## src/rtl/instr_fetch_sequencer.sv

```systemverilog
// rtl/instr_fetch_sequencer.sv - walks instruction RAM from START_ADDR and issues words over valid/ready
module instr_fetch_sequencer #(
  parameter logic [7:0] END_OF_PROGRAM = 8'hFF,
  parameter int         MEM_DEPTH      = 128,
  parameter logic [7:0] START_ADDR     = 8'd0
) (
  input  logic       clk,
  input  logic       rst,
  input  logic       start,
  output logic [7:0] ram_address,
  output logic       ram_enable,
  input  logic [7:0] ram_data,
  output logic [7:0] instr_data,
  output logic       instr_valid,
  input  logic       instr_ready,
  output logic [7:0] instr_count,
  output logic       busy,
  output logic       done,
  output logic       error
);

  typedef enum logic [1:0] {IDLE, FETCH, ISSUE, DONE} state_t;

  localparam logic [8:0] DEPTH9 = 9'(MEM_DEPTH);

  state_t     state;
  logic [8:0] next_addr;

  assign next_addr = {1'b0, ram_address} + 9'd1;

  // ram_enable is registered on entry to FETCH and already qualified by the
  // address range, so an out-of-range FETCH never strobes the RAM.
  always_ff @(posedge clk) begin
    if (rst) begin
      state       <= IDLE;
      ram_address <= 8'd0;
      ram_enable  <= 1'b0;
      instr_data  <= 8'd0;
      instr_valid <= 1'b0;
      instr_count <= 8'd0;
      busy        <= 1'b0;
      done        <= 1'b0;
      error       <= 1'b0;
    end else begin
      case (state)
        IDLE: begin
          done <= 1'b0;
          if (start) begin
            instr_count <= 8'd0;
            error       <= 1'b0;
            ram_address <= START_ADDR;
            ram_enable  <= ({1'b0, START_ADDR} < DEPTH9);
            busy        <= 1'b1;
            state       <= FETCH;
          end
        end
        FETCH: begin
          ram_enable <= 1'b0;
          if ({1'b0, ram_address} >= DEPTH9) begin
            error <= 1'b1;
            busy  <= 1'b0;
            done  <= 1'b1;
            state <= DONE;
          end else if (ram_data == END_OF_PROGRAM) begin
            busy  <= 1'b0;
            done  <= 1'b1;
            state <= DONE;
          end else begin
            instr_data  <= ram_data;
            instr_valid <= 1'b1;
            state       <= ISSUE;
          end
        end
        ISSUE: begin
          if (instr_ready) begin
            instr_valid <= 1'b0;
            if (instr_count != 8'hFF) instr_count <= instr_count + 8'd1;
            ram_address <= next_addr[7:0];
            ram_enable  <= (next_addr < DEPTH9);
            state       <= FETCH;
          end
        end
        DONE: begin
          done  <= 1'b0;
          state <= IDLE;
        end
        default: state <= IDLE;
      endcase
    end
  end

endmodule

```

## config.mk

```make
export PLATFORM = sky130hd
export DESIGN_NAME = instr_fetch_sequencer
export DESIGN_NICKNAME = d
export VERILOG_FILES = /design/src/rtl/instr_fetch_sequencer.sv
export SDC_FILE = /design/constraint.sdc
export NUM_CORES = 1
export LEC_CHECK = 0
export ABC_AREA = 1
export BUFFER_PORTS_ARGS = -buffer_cell sky130_fd_sc_hd__buf_2
export CAP_MARGIN = 40
export CORE_MARGIN = 1.5
export CORE_UTILIZATION = 45
export DETAILED_ROUTE_END_ITERATION = 10
export HOLD_SLACK_MARGIN = 0.03
export PLACE_DENSITY = 0.79
export SLEW_MARGIN = 20
export SYNTH_ARGS = -nofsm -noshare
export SYNTH_HDL_FRONTEND = slang
export SYNTH_SLANG_ARGS = --single-unit
```

## constraint.sdc

```tcl
create_clock -name clk -period 1.7 [get_ports clk]
set_input_delay 0.17 -clock clk [delete_from_list [all_inputs] [get_ports clk]]
set_output_delay 0.17 -clock clk [all_outputs]
set_load 0.02 [all_outputs]
```

==> metrics.md <==
| Metric | Value |
|---|---|
| Slack of the worst reg-to-reg path | `0.16 ns` |
| Fin crit share | `around nine tenths` |
| Number of cells produced by synthesis | `approximately 230` |
| DIE AREA | `about 3900 µm²` |
| Signed area change from the synthesized netlist to the final layout | `19.7%` |
| R2R depth | `10` |
| Crit path required time | `between 1.5 and 2 ns` |
| Startpoint types | `register` |
| Summed negative setup slack over all endpoints | `0 ns` |
| Unrepaired setup endpoints after global routing | `no` |
| 1st-pass router iterations | `4` |
| MaxCap Viol Count | `0` |
| Worst min path class | `in -> reg` |
| Leakage power figure | `between 0.8 and 0.9 nW` |
| TritonCTS buffer count | `5` |
| Overall via count from detail_route | `~1500` |
| Maximum fanout encountered on the critical timing path | `8` |
| CP Launch Point | `state[1]` |
| Count of buffers from port buffering | `40` |
| Final Max Slew Viols | `0` |
| Via count of the first global-routing pass | `about 1500` |
| Time the worst path needs with I/O delays and setup | `between 1.5 and 2 ns` |
| Average detailed-routed wire length per instance | `between 10 and 15 µm` |
| Worst-margin pin slew | `0.484 ns` |
| Yosys Warn Count | `0` |
| Die extent in x | `roughly 62 µm` |
| Post-detailed-placement half-perimeter wirelength | `2480 µm` |
| Total standard cell area after synthesis | `1590 µm²` |
| Hold Violations, Final | `0` |
| Startpoint of the most critical hold path | `rst` |
| Total global routing overflow | `0` |
| Share of synthesized flip-flops with an asynchronous set or reset | `0%` |
| Setup skew after layout | `approximately 0.0084 ns` |
| Start of the worst register-to-register path | `state[1]` |
| Worst-case headroom to the max-slew limit | `roughly two thirds` |
| Ports | `between 40 and 50` |
| Core region area | `3360 µm²` |
| Crit path capture | `instr_count[6]` |
| Number of hold buffers added after CTS | `0` |
| Initial Util | `between 40 and 50%` |
| Reg2Reg Capture Point | `instr_count[6]` |
| CTS tree | `done` |
| Number of flops mapped to enable cells by yosys | `0` |
| Synthesized area per cell | `between 7 and 8 µm²` |
| Number of antenna violations at the first check in global routing | `0` |
| Layout cells sized above 1 | `about a quarter` |
| Placement Rows | `21` |
| Power per standard cell area | `about 1200 nW/µm²` |
| Wire length after detailed routing | `between 3000 and 4000 µm` |
| Post-placement setup slack | `about 0.13 ns` |
| Num Clock Sinks | `31` |
| DR vias/cell | `4.74` |
| Routability-driven placement congestion ratio | `approximately 0.9` |
| Data arrival time of the critical path | `1.77 ns` |
| # DRC | `0` |
| Filler instances | `338` |
| Overall track demand over capacity in global routing | `between 15 and 20%` |
| Wire length of the first global-routing pass | `between 6000 and 7000 µm` |
| Result of the run | `complete, no violations` |
| Largest net degree at the start of global routing | `17` |
| Buffer levels on the longest clock path | `2` |
| Root buffer selected by CTS | `sky130_fd_sc_hd__clkbuf_4` |
| Seq/Total Area, Yosys | `39.0%` |
| Seq cells post-synth | `31` |
| Die Height | `approximately 62 µm` |
| Most frequently used flop master after synthesis | `sky130_fd_sc_hd__dfxtp_1` |
| Post-synth cell types | `26` |
| Antenna diode instance count | `0` |
| Post-CTS setup buffer count | `0` |
| Maximum clock frequency | `about 650 MHz` |
| Antenna Violating Nets Remaining | `0` |
| Htree depth | `2` |
| Number of violations reported at the end of detailed-routing iteration 0 | `a little over 80` |
| Net count reported at finish | `between 200 and 300` |
| Synthesized Nets | `245` |
| Clk pin slew, worst setup/hold paths | `0.10 ns` |
| Type of the worst setup path | `reg -> reg` |
| Final-report setup violation count | `0` |
| Final worst setup slack | `around 0.16 ns` |
| Clk_lat worst skew | `0.32 ns` |
| Critical Path End Type | `register` |
| CTS resizes | `0` |
| IR drop worst, VDD | `approximately 0.83 mV` |
[how the worst min path moves through the flow]
stage                     end  slack, ns  cells past startpoint
2_1_floorplan            busy       0.24                      1
3_3_place_gp            error       0.43                      2
3_5_place_dp            error       0.43                      2
4_1_cts        ram_address[1]       0.12                      2
5_1_grt        instr_count[1]       0.12                      2
6_report       instr_count[1]       0.12                      2
[state kept, by name, summed over array words and instances (netlist names)]
name         count
done             1
busy             1
instr_data       8
ram_enable       1
error            1
instr_valid      1
ram_address      8
instr_count      8
state            2
[layout make-up]
type                    instances  area [µm²]  area share [%]
well taps                      46        57.6            3.02
multi-input cells             165         853            44.8
clock inverters                 1        5.00           0.263
flip-flops and latches         31         622            32.7
clock buffers                   6        51.3            2.69
inverters                      26         100            5.26
repair buffers                 42         215            11.3
[layer usage]
layer	up-vias	GRT usage, %	part of all wire (%)
met5	-	0	0
met4	0	5.83	0.61
met3	3	4.32	4.4
met2	35	32.1	45
met1	663	25.8	50
li1	803	-	-
[power breakdown]
| part | total (W) | switching, W | internal (W) | leakage (nW) |
|---|---|---|---|---|
| Clock | 0.000429 | 0.000238 | 0.000191 | 0.0341 |
| Sequential | 0.000889 | 0.0000593 | 0.000830 | 0.253 |
| Combinational | 0.000931 | 0.000622 | 0.000308 | 0.607 |
| Total | 0.00225 | 0.000919 | 0.00133 | 0.894 |
[critical path: stages, from the launching register on]
cell	delay (ns)
sky130_fd_sc_hd__dfxtp_2	0.36
sky130_fd_sc_hd__inv_1	0.07
sky130_fd_sc_hd__ha_1	0.24
sky130_fd_sc_hd__nand2_2	0.12
sky130_fd_sc_hd__nand2_4	0.10
sky130_fd_sc_hd__nor2_8	0.15
sky130_fd_sc_hd__nand2_4	0.10
sky130_fd_sc_hd__nor2_1	0.14
sky130_fd_sc_hd__nand2_1	0.06
sky130_fd_sc_hd__nand2_1	0.06
sky130_fd_sc_hd__nor2_1	0.03
[logic make-up (layout without fill, tap and decap cells)]
kind of cell    Yosys count  after routing  share of synthesized area (%)
compound gates           35             35                           12.2
xor+xnor                  2              2                           1.10
fa+ha+maj                 8              8                           6.29
simple gates            120            120                           33.9
buf+inv                  29             75                           7.55
flops                    31             31                           39.0
[cells in the final DEF (no fill, tap or decap), drive strengths merged]
cell type | synthesis | routed
xor2 | 2 | 2
inv | 26 | 26
nand3 | 14 | 14
o21a | 1 | 1
a21oi | 15 | 15
clkinv | 0 | 1
nor2 | 48 | 48
o21ai | 17 | 17
clkbuf | 1 | 6
dfxtp | 31 | 31
o21bai | 2 | 2
ha | 8 | 8
buf | 2 | 42
nor3 | 2 | 2
nand2 | 55 | 55
nand4 | 1 | 1
[cell usage after synthesis (all sizes together), types with 2 or more instances]
cell type | n | area share [%]
ha | 8 | 6.3
inv | 26 | 6.3
nand3 | 14 | 4.7
a21oi | 15 | 4.7
nor2 | 48 | 13
buf | 2 | 0.94
xor2 | 2 | 1.1
o21bai | 2 | 0.94
nand2 | 55 | 15
o21ai | 17 | 6.1
nor3 | 2 | 0.63
dfxtp | 31 | 39
[through the flow]
step	util (%)	cell area (µm²)	hold slack (ns)	cells	total power [W]
floorplan	-	1590	0.239	225	0.00160
global placement	54.8	1840	0.435	310	0.00181
detailed placement	54.8	1840	0.435	310	0.00183
CTS	56.5	1900	0.116	317	0.00225
global route	56.6	1900	0.123	317	0.00244
finish	56.6	1900	0.122	317	0.00225
No activity file was read; power rests on OpenSTA's default activity.
